$ cat config.mk
export PLATFORM = sky130hd
export DESIGN_NAME = instr_fetch_unit
export DESIGN_NICKNAME = d
export VERILOG_FILES = /design/src/rtl/instr_fetch_unit.sv
export SDC_FILE = /design/constraint.sdc
export NUM_CORES = 1
export LEC_CHECK = 0
export BUFFER_PORTS_ARGS = -buffer_cell sky130_fd_sc_hd__buf_4
export CORE_MARGIN = 8
export CORE_UTILIZATION = 48
export CTS_CLUSTER_SIZE = 25
export DETAILED_ROUTE_END_ITERATION = 10
export PLACE_DENSITY = 0.8
export REMOVE_ABC_BUFFERS = 1
export SYNTH_ARGS = -nofsm -noshare
export SYNTH_HDL_FRONTEND = slang
export SYNTH_SLANG_ARGS = --single-unit
$ cat constraint.sdc
create_clock -name clk -period 2.75 [get_ports clk]
set_input_delay 0.1375 -clock clk [delete_from_list [all_inputs] [get_ports clk]]
set_output_delay 0.1375 -clock clk [all_outputs]
set_load 0.005 [all_outputs]
$ cat src/rtl/instr_fetch_unit.sv
// rtl/instr_fetch_unit.sv - PC owner and single-outstanding instruction fetch front end
module instr_fetch_unit #(
  parameter int              XLEN     = 32,
  parameter logic [XLEN-1:0] RESET_PC = '0
) (
  input  logic            clk,
  input  logic            rst,
  output logic            imem_req_valid,
  input  logic            imem_req_ready,
  output logic [XLEN-1:0] imem_addr,
  input  logic            imem_rsp_valid,
  input  logic [XLEN-1:0] imem_rsp_data,
  output logic            instr_valid,
  input  logic            instr_ready,
  output logic [XLEN-1:0] instr,
  output logic [XLEN-1:0] instr_pc,
  input  logic            redirect_valid,
  input  logic [XLEN-1:0] redirect_pc,
  output logic [XLEN-1:0] pc_out,
  output logic            misaligned
);

  typedef enum logic [2:0] {
    S_IDLE = 3'd0,
    S_REQ  = 3'd1,
    S_WAIT = 3'd2,
    S_HOLD = 3'd3,
    S_TRAP = 3'd4
  } state_t;

  state_t          state, state_next;
  logic [XLEN-1:0] pc, pc_next;
  logic [XLEN-1:0] instr_next, instr_pc_next;
  logic            discard, discard_next;
  logic            misaligned_next;

  assign imem_addr = pc;
  assign pc_out    = pc;

  // State and datapath registers; synchronous active-low reset wins over everything.
  always_ff @(posedge clk) begin
    if (!rst) begin
      state      <= S_IDLE;
      pc         <= RESET_PC;
      discard    <= 1'b0;
      misaligned <= 1'b0;
      instr      <= '0;
      instr_pc   <= '0;
    end else begin
      state      <= state_next;
      pc         <= pc_next;
      discard    <= discard_next;
      misaligned <= misaligned_next;
      instr      <= instr_next;
      instr_pc   <= instr_pc_next;
    end
  end

  // Next-state and outputs: redirects outrank the fetch/consume handshakes.
  always_comb begin
    state_next      = state;
    pc_next         = pc;
    discard_next    = discard;
    misaligned_next = misaligned;
    instr_next      = instr;
    instr_pc_next   = instr_pc;
    imem_req_valid  = (state == S_REQ);
    instr_valid     = (state == S_HOLD);

    if (state != S_TRAP && redirect_valid) begin
      pc_next = redirect_pc;
      if (redirect_pc[1:0] != 2'b00) begin
        // Misaligned target: park until reset, any in-flight response is ignored.
        misaligned_next = 1'b1;
        discard_next    = 1'b0;
        state_next      = S_TRAP;
      end else begin
        case (state)
          S_REQ: begin
            // Request for the old PC was accepted this cycle; its response is stale.
            if (imem_req_ready) begin
              state_next   = S_WAIT;
              discard_next = 1'b1;
            end
          end
          S_WAIT: begin
            if (imem_rsp_valid) begin
              state_next   = S_REQ;
              discard_next = 1'b0;
            end else begin
              discard_next = 1'b1;
            end
          end
          default: state_next = S_REQ;
        endcase
      end
    end else begin
      case (state)
        S_IDLE: state_next = S_REQ;
        S_REQ: begin
          if (imem_req_ready) state_next = S_WAIT;
        end
        S_WAIT: begin
          if (imem_rsp_valid) begin
            if (discard) begin
              discard_next = 1'b0;
              state_next   = S_REQ;
            end else begin
              instr_next    = imem_rsp_data;
              instr_pc_next = pc;
              state_next    = S_HOLD;
            end
          end
        end
        S_HOLD: begin
          if (instr_ready) begin
            pc_next    = pc + XLEN'(4);
            state_next = S_REQ;
          end
        end
        default: state_next = S_TRAP;
      endcase
    end
  end

endmodule

**Yosys cells after proc, flatten, opt, wreduce, memory -nomap -nowiden**

Index checks and enable logic that the tools add are counted.

- Register bits after elaboration: 101
- Latch bits: 0
- Bits in writable memories: 0
- ROM bits: 0
- Bits of input ports: 70
- Output and inout bits: 131
- Logic and storage cells: 49
- Memories: 0

- $add $sub $neg: 1
- Multiply operators: 0
- Div/mod/pow operators: 0
- $lt $le $gt $ge: 0
- Equality and inequality tests: 8
- Shift operators: 0
- Muxes and demuxes: 19
- Bitwise logic cells: 2
- Reduce and logical (&&, ||, !) cells: 13

Operators with widths:

| operator | number |
|---|---|
| $mux W32 | 3 |
| $add A32 B3 Y32 const B | 1 |
| $mux W3 | 6 |
| $pmux W3 S4 | 1 |
| $reduce_bool A2 Y1 | 5 |
| $ne A3 B3 Y1 const B | 3 |
| $reduce_and A4 Y1 | 2 |
| $eq A3 B2 Y1 const B | 2 |
| $mux W1 | 6 |
| $pmux W3 S2 | 1 |
| $ne A4 B3 Y1 const B | 1 |
| $reduce_and A2 Y1 | 2 |
| $eq A3 B1 Y1 const B | 1 |
| $logic_not A3 Y1 | 1 |
| $ne A3 B1 Y1 const B | 1 |
| $reduce_and A3 Y1 | 1 |
| $reduce_bool A3 Y1 | 1 |
| $mux W2 | 1 |
| $not A1 Y1 | 2 |
| $pmux W1 S2 | 1 |
| $logic_and A1 B1 Y1 | 1 |

**Longest topological paths before layout**

Gate-level depths: netlist (run 1).

- Depth after elaboration: 4
- Mapped depth: 7
- Mapped depth without buffers: 5

**Worst setup path after synthesis (run 1)**

No wires, ideal clock.

- Kind: reg-to-reg
- Start point: reg pc[2] (netlist: imem_addr[2])
- End point: reg pc[18] (netlist: imem_addr[18])
- Setup time: 0.074 ns
- Arrival time: 2.074 ns
- Data required time: 2.676 ns
- Path slack: 0.601 ns
- Stages on the path, launching flop included: 6
- Path buffers: 0
- Period minus slack after synthesis: 2.149 ns
- Cell sequence: dfxtp_1 > ha_1 > inv_1 > or4_4 > or4b_2 > a31oi_1

- Longest elaborated chain between the ends: 4

RTL lines:

| element | line | RTL |
|---|---|---|
| start, declared | 32 | `logic [XLEN-1:0] pc, pc_next;` |
| start signal, assigned | 51 | `pc <= pc_next;` |
| $add A32 B3 Y32 | 117 | `pc_next = pc + XLEN'(4);` |
| $mux W32 | 116 | `if (instr_ready) begin` |
| $mux W32 | 98 | `case (state)` |
| $mux W32 | 70 | `if (state != S_TRAP && redirect_valid) begin` |

Every way passes these cells. The select of a mux whose other input is x is not followed.
A chain may end at the register's enable or synchronous reset.

**Final worst setup path (run 1)**

- Start point: reg state[2]
- End point: reg instr_pc[24]

- Longest elaborated chain between the ends: 4
- Elaborated cells between the ends (all ways): 5
- Classes of those cells: eq/ne: 2; bitwise: 1; reduce/logical: 2

RTL lines:

| element | line | RTL |
|---|---|---|
| start, declared | 31 | `state_t state, state_next;` |
| start signal, assigned | 50 | `state <= state_next;` |
| $ne A3 B3 Y1 | 70 |  |
| $logic_and A1 B1 Y1 | 70 |  |
| $not A1 Y1 (no line) | n/a |  |
| $reduce_and A4 Y1 (no line) (*) | n/a |  |
| end signal, assigned | 55 | `instr_pc <= instr_pc_next;` |
| end, declared | 16 | `output logic [XLEN-1:0] instr_pc,` |

Every way passes the cells marked *; elsewhere a longest branch is shown, timed or not.

==> qor.csv, run 1 <==
stage;metric;value;unit
power_and_ir_drop;VDD IR-drop max;0.000229;V
power_and_ir_drop;pwr dens;453;nW/µm²
place;Placed Cells;871;
detailed_routing;DRC viols;0;
yosys;prevailing post-synth register cell;dfxtp_1;
die;core area;9640;µm²
power_and_ir_drop;Leak;2.55;nW
finish;most frequent cells in the layout;213 x buf_4, 156 x nand2_1, 101 x dfxtp_1;
worst_setup_path;Crit Path Max Fanout;64;
clock_tree;clk_lat worst skew;370;ps
clock_tree;CTS buffer count;9;
worst_setup_path;crit path launch type;flip-flop;
finish;Fillers;861;
finish;Layout Cells excl Fill;892;
detailed_routing;met2 wire length;7.19;mm
yosys;sequential cell area fraction in the yosys report;43.1;%
timing;Tcrit/Tclk final;83.9;%
timing;RSZ-0062 raised after global routing;no;
yosys;Synth Register Bits;101;
clock_tree;CTS tree;built;
timing;Hold WS;11.6;ps
yosys;Avg Cell Area, Syn;7.85;µm²
worst_hold_path;HP Class;input port to flip-flop;
detailed_routing;vias after detailed routing;4858;
finish;Final Cell Area;6290;µm²
power_and_ir_drop;Tot Pwr;2.85;mW
place;Post-Place Setup Slack;495;ps
detailed_routing;Antenna Violating Nets Remaining;0;
timing;headroom to the max-slew limit;53.0;%
yosys;mapped cell area;4700;µm²
place;post-DP HPWL;11.0;mm
run;Max-Cap Viols;0;
timing;Fin. Hold Viols;0;
yosys;Post-synth EDFFs;0;
yosys;post-synth cell types;54;
clock_tree;Clock transition at path regs;100;ps
yosys;Synth Instances;598;
detailed_routing;met3 routed WL;1.15;mm
finish;layout cells sized above 1;31.8;%
clock_tree;post-cts resize count;0;
detailed_routing;metal1 wirelength;6.35;mm
timing;Max Transition Viols Final;0;
finish;diode count;0;
worst_setup_path;WS Path Type;flip-flop to flip-flop;
finish;Final Core Density;65.2;%
die;die area;13200;µm²
finish;Seq. cell area;2020;µm²
global_route;pin count of the biggest net entering global routing;65;
finish;most common cell after layout, fill and taps aside;buf_4;
finish;multi-input logic area;2250;µm²
die;row count;36;
place;I/O Buffers;200;
global_route;vias in the first global route;4659;
detailed_routing;Initial DRC Count;436;
clock_tree;clk buf depth;2;
detailed_routing;drt wl/cell;16.7;µm
timing;Slew @ Worst Pin;704;ps
finish;Final nets;825;
finish;Area Overhead vs Synth;33.9;%
die;io pins;201;
detailed_routing;drt total wl;14.9;mm
clock_tree;H-tree depth;3;
die;die width;115;µm
clock_tree;Clock Tree Root;clkbuf_8;
worst_setup_path;crit path DAT;2520;ps
global_route;initial antenna violation count;0;
detailed_routing;vias per cell;5.45;
worst_setup_path;Setup crit end kind;flip-flop;
timing;setup TNS;0;ps
detailed_routing;DR top layer;met4;
clock_tree;hold-fix buffer count after cts;5;
place;Post-DP Area;6070;µm²
status;run status;finished, final reports clean;
timing;Setup-failing EPs final;0;
detailed_routing;Pre-antenna DRT Iters;5;
timing;crit path time final;2310;ps
worst_setup_path;CP Data Required Time;2970;ps
timing;f_max;433;MHz
timing;Final Skew;11.6;ps
die;Initial Util;48.7;%
clock_tree;# Post-CTS Setup Buffers;0;
yosys;warnings from Yosys;0;
clock_tree;Clock Sinks;101;
global_route;Tot GR Track Use;21.8;%
global_route;first-pass GRT wire length;23.4;mm
timing;worst setup slack after layout;443;ps
die;Die Ht;115;µm
global_route;Congestion Overflow GR;0;
yosys;asr flop ratio synth;0;%
place;gpl congestion;0.922;
-- cells by family after synthesis --
kind of cell | synth area share, %
compound gates | 18.5
buf+inv | 9.17
fa+ha+maj | 0.266
flops | 43.1
simple gates | 27.7
xor+xnor | 1.31
-- metal layers --
layer  global-route usage [%]  vias up
li1                         -     2389
met1                     26.2     2250
met2                     37.8      198
met3                     4.36       21
met4                     7.71        0
met5                        0        -
-- worst paths after layout --
kind	start	endpoint	slack, ps	depth (start not counted)
max	state[2]	instr_pc[24]	440	5
max reg2reg	state[2]	instr_pc[24]	440	5
min	imem_rsp_data[7]	instr[7]	10	3
min reg2reg	instr_pc[14]	instr_pc[14]	460	2
-- flip-flops by register name, summed over array words and instances (netlist names) --
name / cells
misaligned: 1
imem_addr: 32
state: 3
instr: 32
discard: 1
instr_pc: 32
-- cells in the mapped netlist (2+ instances only) --
cell type	number	share of area (%)
and3_1	8	1.1
o31ai_1	2	0.32
a311oi_1	3	0.56
o21ai_0	11	1.2
dfxtp_1	101	43
nand3_1	20	2.1
nor4_2	2	0.53
or3_1	3	0.40
or4_1	7	1.1
a21oi_1	70	7.5
nor2_1	21	1.7
and4_1	2	0.37
a211oi_1	16	2.6
clkbuf_1	35	2.8
o211ai_1	5	0.80
o21a_1	2	0.32
nand2_1	156	12
o2111a_1	2	0.48
xnor2_1	3	0.56
and2_1	2	0.27
nor3_1	8	0.85
nand2b_1	3	0.40
xor2_1	4	0.75
a311o_1	6	1.3
buf_4	32	5.1
inv_1	8	0.64
nor3b_1	2	0.32
a31oi_1	13	1.7
nand4_1	19	2.5
or2_2	2	0.27
nand3b_1	2	0.32
or4b_2	2	0.43
buf_2	5	0.53
-- critical path, cell delays in order (launching register included) --
cell and delay (ps):
dfxtp_1 510, or3b_1 640, a211o_2 410, buf_4 310, nand2_1 150, a21oi_1 70
-- area by class of cell --
| class | count | share of cell area (%) |
|---|---|---|
| Multi-Input combinational cell | 416 | 35.8 |
| Sequential cell | 101 | 32.2 |
| Timing Repair Buffer | 218 | 26.2 |
| Tap cell | 133 | 2.65 |
| Clock buffer | 12 | 2.31 |
| Inverter | 8 | 0.478 |
| Clock inverter | 4 | 0.378 |
-- power breakdown --
part           switching, mW  internal [mW]  leakage (nW)
combinational          0.182          0.223          1.64
sequential            0.0887           1.51         0.821
clock                  0.498          0.352        0.0901
total                  0.769           2.08          2.55
(Power assumes the default switching activity.)
==> run 2, diff against run 1 <==
--- a/config.mk
+++ b/config.mk
@@ -5,12 +5,13 @@
 export SDC_FILE = /design/constraint.sdc
 export NUM_CORES = 1
 export LEC_CHECK = 0
+export ABC_AREA = 1
 export BUFFER_PORTS_ARGS = -buffer_cell sky130_fd_sc_hd__buf_4
 export CORE_MARGIN = 8
-export CORE_UTILIZATION = 48
+export CORE_UTILIZATION = 44
 export CTS_CLUSTER_SIZE = 25
 export DETAILED_ROUTE_END_ITERATION = 10
-export PLACE_DENSITY = 0.8
+export PLACE_DENSITY = 0.77
 export REMOVE_ABC_BUFFERS = 1
 export SYNTH_ARGS = -nofsm -noshare
 export SYNTH_HDL_FRONTEND = slang
==> constraint.sdc (replaced) <==
create_clock -name clk -period 1.9 [get_ports clk]
set_input_delay 0.095 -clock clk [delete_from_list [all_inputs] [get_ports clk]]
set_output_delay 0.095 -clock clk [all_outputs]
set_load 0.005 [all_outputs]
==> qor.csv, run 2 <==
stage;metric;value;unit;change
worst_hold_path;HP Class;input port to flip-flop;;
die;row count;38;;+5.6%
die;die width;122;µm;+6.0%
power_and_ir_drop;sequential share of power;51.3;%;-4.7 points
yosys;post-synth top area share;41.0;%;-2.0 points
timing;headroom to the max-slew limit;51.0;%;-2.1 points
power_and_ir_drop;VDD IR-drop max;0.000583;V;+150%
worst_setup_path;Largest delay share family, worst path;buffers and inverters;;
die;die area;14800;µm²;+12%
global_route;vias in the first global route;5222;;+12%
yosys;asr flop ratio synth;0;%;unchanged
place;post-DP HPWL;11.8;mm;+7.4%
die;core area;10900;µm²;+13%
detailed_routing;Pre-antenna DRT Iters;5;;unchanged
global_route;Congestion Overflow GR;0;;unchanged
power_and_ir_drop;Gate power share;17.7;%;+3.5 points
clock_tree;# Post-CTS Setup Buffers;0;;unchanged
detailed_routing;drt total wl;16.4;mm;+9.7%
timing;f_max;571;MHz;+32%
finish;Final Core Density;64.4;%;-0.85 points
timing;Setup-failing EPs final;0;;unchanged
die;io pins;201;;unchanged
finish;Area Overhead vs Synth;42.3;%;
finish;most frequent cells in the layout;226 x buf_4, 166 x nor2_1, 142 x nand2_1;;
finish;Final Cell Area;7010;µm²;+11%
yosys;warnings from Yosys;0;;unchanged
clock_tree;Clock transition at path regs;100;ps;about the same
power_and_ir_drop;Int Power;3.22;mW;+55%
timing;Final Skew;7.76;ps;-3.87 ps
timing;Tcrit/Tclk final;92.2;%;+8.3 points
place;I/O Buffers;200;;unchanged
timing;Fin. Hold Viols;0;;unchanged
yosys;Synth Register Bits;101;;unchanged
detailed_routing;Antenna Violating Nets Remaining;0;;unchanged
clock_tree;clk buf depth;2;;unchanged
finish;diode count;0;;unchanged
die;Die Ht;122;µm;+6.0%
finish;Fillers;972;;+13%
power_and_ir_drop;clock share of power;31.0;%;+1.2 points
yosys;post-synth cell types;29;;-46%
place;gpl congestion;0.902;;-2.1%
yosys;sequential cell area fraction in the yosys report;41.0;%;-2.0 points
power_and_ir_drop;pwr dens;637;nW/µm²;+40%
finish;most common cell after layout, fill and taps aside;buf_4;;
worst_setup_path;Crit Path Max Fanout;20;;-69%
worst_setup_path;Setup crit end kind;flip-flop;;
global_route;first-pass GRT wire length;26.4;mm;+13%
worst_setup_path;critical path, cell by cell;clkinv_1 > nand3_1 > nand2_2 > inv_2 > nor3_4 > inv_2 > buf_4 > nor2_1 > nor2_1;;
detailed_routing;drt wl/cell;14.9;µm;-11%
worst_setup_path;crit path max-delay cell type;dfxtp_1;;
yosys;top post-synthesis cells by count;168 x nor2_1, 142 x nand2_1, 101 x dfxtp_1, 85 x o21ai_0;;
global_route;initial antenna violation count;0;;unchanged
yosys;Post-synth EDFFs;0;;unchanged
worst_setup_path;crit path DAT;2050;ps;-470 ps
worst_setup_path;Buffers & Inverters on Critical Path;4;;+3
die;Initial Util;45.2;%;-3.5 points
place;Post-DP Area;6420;µm²;+5.8%
clock_tree;Clock Tree Root;clkbuf_8;;
detailed_routing;DRC viols;0;;unchanged
worst_setup_path;WS Path Type;flip-flop to flip-flop;;
detailed_routing;Initial DRC Count;451;;+3.4%
yosys;Synth Instances;745;;+25%
worst_setup_path;crit path launch type;flip-flop;;
finish;multi-input logic area;2300;µm²;+2.2%
timing;setup TNS;0;ps;unchanged
run;Max-Cap Viols;0;;unchanged
status;run status;finished, final reports clean;;
timing;Slew @ Worst Pin;735;ps;+31.3 ps
global_route;pin count of the biggest net entering global routing;50;;-23%
timing;crit path time final;1750;ps;-555 ps
detailed_routing;vias per cell;5.00;;-8.2%
finish;layout cells sized above 1;26.8;%;-5.0 points
timing;Max Transition Viols Final;0;;unchanged
finish;Final nets;1025;;+24%
global_route;Tot GR Track Use;21.7;%;-0.15 points
clock_tree;CTS buffer count;9;;unchanged
power_and_ir_drop;Tot Pwr;4.46;mW;+57%
worst_setup_path;CP peak stage delay;340;ps;-300 ps
power_and_ir_drop;Leak;3.30;nW;+29%
detailed_routing;vias after detailed routing;5493;;+13%
finish;Seq. cell area;2020;µm²;+0.12%
yosys;cell taking the most area after synthesis;dfxtp_1;;
power_and_ir_drop;Switching Share;27.8;%;+0.77 points
clock_tree;Clock Sinks;101;;unchanged
yosys;top post-synthesis cells by area;dfxtp_1 41%, nor2_1 13%, nand2_1 11%;;
yosys;prevailing post-synth register cell;dfxtp_1;;
clock_tree;CTS tree;built;;
clock_tree;clk_lat worst skew;360;ps;about the same
clock_tree;H-tree depth;3;;unchanged
yosys;Avg Cell Area, Syn;6.61;µm²;-16%
power_and_ir_drop;Psw;1.24;mW;+61%
timing;RSZ-0062 raised after global routing;yes;;
yosys;top-count cell post-synth;nor2_1;;
yosys;mapped cell area;4930;µm²;+4.9%
worst_setup_path;CP Data Required Time;2200;ps;-770 ps
-- run 2: final cells by class --
type	count	share of cell area, %
Sequential cell	101	28.9
Multi-Input combinational cell	520	32.8
Clock inverter	7	1.07
Inverter	57	3.05
Clock buffer	9	1.77
Timing Repair Buffer	265	29.9
Tap cell	140	2.50
-- run 2: routing by layer --
layer  global-route usage, %  vias to the layer above  share of wire (%)
met1                    27.5                     2502                 45
met5                       0                        -                  0
li1                        -                     2781                  -
met4                    5.24                        0                1.2
met3                    5.37                       16                7.2
met2                    36.1                      194                 47
-- run 2: cell families (layout without fill, tap and decap cells) --
| family | count (synthesis) | in the layout | synth area share (%) |
|---|---|---|---|
| flops | 101 | 101 | 41.0 |
| buf+inv | 124 | 338 | 12.4 |
| compound gates | 139 | 139 | 14.7 |
| fa+ha+maj | 1 | 1 | 0.254 |
| simple gates | 379 | 379 | 31.4 |
| xor+xnor | 1 | 1 | 0.178 |
-- run 2: per-stage QoR --
stage               hold slack, ps  setup slack, ps  instances
finish                        23.9              148       1099
global route                  22.4            -57.1       1099
CTS                          0.336             90.2       1099
detailed placement             323              123       1045
global placement               316              119       1045
floorplan                      193            -1490        678
-- run 2: worst paths after layout --
check                        from            end  slack, ps  cells past startpoint
setup / recovery         state[0]      instr[26]        150                      9
hold / removal    redirect_pc[17]  imem_addr[17]         20                      5
setup reg to reg         state[0]      instr[26]        150                      9
hold reg to reg        misaligned     misaligned        460                      2
-- run 2: power by group through the flow --
stage               registers [mW]  logic (mW)  clock network, mW
floorplan                     2.34       0.259                  0
global placement              2.34       0.715                  0
detailed placement            2.34       0.722                  0
CTS                           2.29       0.788               1.43
global route                  2.30       0.868               1.50
finish                        2.29       0.789               1.38
-- run 2: worst register-to-register path, cell delays in order (launching register included) --
cell and delay [ps]:
dfxtp_1 340, clkinv_1 110, nand3_1 100, nand2_2 150, inv_2 190, nor3_4 70
inv_2 300, buf_4 260, nor2_1 60, nor2_1 120
-- run 2: what timing repair did --
action | CTS | global route
resized for setup | 0 | 5
endpoints found under the hold margin | 38 | 0
hold buffers | 38 | 0
endpoints found under the setup margin | 0 | 17
==> run 3, diff against run 2 <==
--- a/config.mk
+++ b/config.mk
@@ -8,10 +8,10 @@
 export ABC_AREA = 1
 export BUFFER_PORTS_ARGS = -buffer_cell sky130_fd_sc_hd__buf_4
 export CORE_MARGIN = 8
-export CORE_UTILIZATION = 44
+export CORE_UTILIZATION = 52
 export CTS_CLUSTER_SIZE = 25
 export DETAILED_ROUTE_END_ITERATION = 10
-export PLACE_DENSITY = 0.77
+export PLACE_DENSITY = 0.85
 export REMOVE_ABC_BUFFERS = 1
 export SYNTH_ARGS = -nofsm -noshare
 export SYNTH_HDL_FRONTEND = slang
==> constraint.sdc (replaced) <==
create_clock -name clk -period 2.05 [get_ports clk]
set_input_delay 0.1025 -clock clk [delete_from_list [all_inputs] [get_ports clk]]
set_output_delay 0.1025 -clock clk [all_outputs]
set_load 0.005 [all_outputs]
==> qor.csv, run 3 (synthesis results as in run 2) <==
stage;metric;value;unit;change
status;run status;finished, final reports clean;;
worst_setup_path;WS Path Type;flip-flop to flip-flop;;
global_route;vias in the first global route;5462;;+4.6%
finish;Area Overhead vs Synth;38.0;%;
die;die width;113;µm;-7.0%
global_route;Congestion Overflow GR;0;;unchanged
detailed_routing;vias per cell;5.31;;+6.3%
finish;Final nets;1001;;-2.3%
finish;Layout Cells excl Fill;1045;;-4.9%
die;Initial Util;53.6;%;+8.3 points
timing;headroom to the max-slew limit;51.3;%;+0.33 points
clock_tree;H-tree depth;3;;unchanged
detailed_routing;DRC viols;0;;unchanged
timing;Slew @ Worst Pin;730;ps;-4.87 ps
detailed_routing;Initial DRC Count;434;;-3.8%
timing;f_max;535;MHz;-6.3%
finish;layout cells sized above 1;25.2;%;-1.6 points
finish;Fillers;730;;-25%
worst_setup_path;worst r2r path cells;9;;unchanged
finish;Final Cell Area;6800;µm²;-3.1%
power_and_ir_drop;Leak;3.20;nW;-3.0%
worst_setup_path;CP Data Required Time;2260;ps;+60 ps
clock_tree;Clock Tree Root;clkbuf_8;;
finish;most frequent cells in the layout;207 x buf_4, 167 x nor2_1, 142 x nand2_1;;
clock_tree;Clock Sinks;101;;unchanged
global_route;initial antenna violation count;0;;unchanged
die;Die Ht;113;µm;-7.0%
timing;Tcrit/Tclk final;91.2;%;-1.0 points
timing;Setup-failing EPs final;0;;unchanged
place;gpl congestion;0.869;;-3.6%
clock_tree;# Post-CTS Setup Buffers;0;;unchanged
run;Max-Cap Viols;0;;unchanged
power_and_ir_drop;pwr dens;621;nW/µm²;-2.5%
finish;diode count;0;;unchanged
die;row count;35;;-7.9%
timing;Max Transition Viols Final;0;;unchanged
worst_setup_path;Critical R2R Capture;imem_addr[3];;
worst_setup_path;crit path DAT;2080;ps;+30 ps
detailed_routing;Antenna Violating Nets Remaining;0;;unchanged
timing;Final Skew;14.8;ps;+7.08 ps
timing;setup TNS;0;ps;unchanged
global_route;Tot GR Track Use;26.1;%;+4.4 points
worst_setup_path;worst r2r src;state[2];;
worst_hold_path;hold path cells;3;;-2
worst_hold_path;HP Class;input port to flip-flop;;
place;I/O Buffers;200;;unchanged
detailed_routing;drt total wl;17.1;mm;+4.4%
timing;RSZ-0062 raised after global routing;no;;
detailed_routing;drt wl/cell;16.4;µm;+9.8%
power_and_ir_drop;Tot Pwr;4.22;mW;-5.4%
die;die area;12800;µm²;-13%
worst_setup_path;Crit Path Max Fanout;21;;+5.0%
clock_tree;CTS tree;built;;
worst_setup_path;Setup crit end kind;flip-flop;;
timing;Hold WS;28.1;ps;+4.24 ps
die;core area;9200;µm²;-16%
place;Post-DP Area;6260;µm²;-2.5%
worst_setup_path;crit path launch type;flip-flop;;
global_route;pin count of the biggest net entering global routing;81;;+62%
clock_tree;clk_lat worst skew;350;ps;about the same
timing;crit path time final;1870;ps;+117 ps
power_and_ir_drop;VDD IR-drop max;0.000327;V;-44%
clock_tree;CTS buffer count;9;;unchanged
die;io pins;201;;unchanged
clock_tree;Clock transition at path regs;100;ps;about the same
timing;Fin. Hold Viols;0;;unchanged
place;Placed Cells;998;;-4.5%
worst_hold_path;worst hold start;redirect_pc[4];;
clock_tree;clk buf depth;2;;unchanged
finish;most common cell after layout, fill and taps aside;buf_4;;
worst_hold_path;Hold Path Sink;imem_addr[4];;
detailed_routing;vias after detailed routing;5552;;+1.1%
place;post-DP HPWL;11.7;mm;-0.56%
worst_setup_path;r2r setup slk;180;ps;+30 ps
detailed_routing;Pre-antenna DRT Iters;6;;+1
global_route;first-pass GRT wire length;27.5;mm;+4.4%
==> run 3: power by group <==
group | leakage, nW | total [mW] | switching, mW | internal, mW
combinational | 2.27 | 0.702 | 0.337 | 0.365
sequential | 0.820 | 2.13 | 0.103 | 2.03
clock | 0.109 | 1.38 | 0.698 | 0.685
total | 3.20 | 4.22 | 1.14 | 3.08
==> run 3: what timing repair did <==
item | 4_1_cts | 5_1_grt
hold buffers | 32 | 0
resized for setup | 0 | 3
setup endpoints to repair | 0 | 50
hold endpoints to repair | 32 | 0
==> run 3: metal layers <==
layer	track usage, %	vias to the layer above	wire length (µm)
li1	-	2730	-
met1	30.9	2516	7060
met2	45.6	288	8410
met3	5.80	18	1460
met4	8.35	0	189
met5	0	-	0
==> run 3: worst max path at each step <==
stage	cells after the start	from	slack [ps]	end
floorplan	8	state[1]	-1340	instr[0]
global placement	10	imem_addr[2]	230	imem_addr[26]
CTS	8	state[0]	60	instr[10]
global route	8	state[0]	20	instr[31]
detailed placement	8	state[0]	70	instr[10]
finish	9	state[2]	180	imem_addr[3]
==> run 3: cell type report <==
| cell class | count | area [µm²] | share of cell area [%] |
|---|---|---|---|
| inverter | 57 | 216 | 3.18 |
| clock buffer | 9 | 124 | 1.82 |
| clock inverter | 6 | 87.6 | 1.29 |
| sequential | 101 | 2020 | 29.7 |
| multi-input combinational | 520 | 2290 | 33.7 |
| tap | 111 | 139 | 2.04 |
| timing repair buffer | 241 | 1910 | 28.2 |
==> run 3: critical path, cell delays in order (launching register included) <==
cell	delay, ps
dfxtp_1	370
inv_1	90
nand3_1	120
nor2_1	80
inv_2	140
nand2_1	90
inv_1	550
nor2_1	90
o21ai_0	100
a21oi_1	90
==> run 3: through the flow <==
step                      util [%]  worst slack (ps)
after global placement        68.1               228
after CTS                     73.9              57.3
after detailed placement      68.1              67.1
after global routing          73.9              16.5
final                         73.9               181
after floorplan                  -             -1340
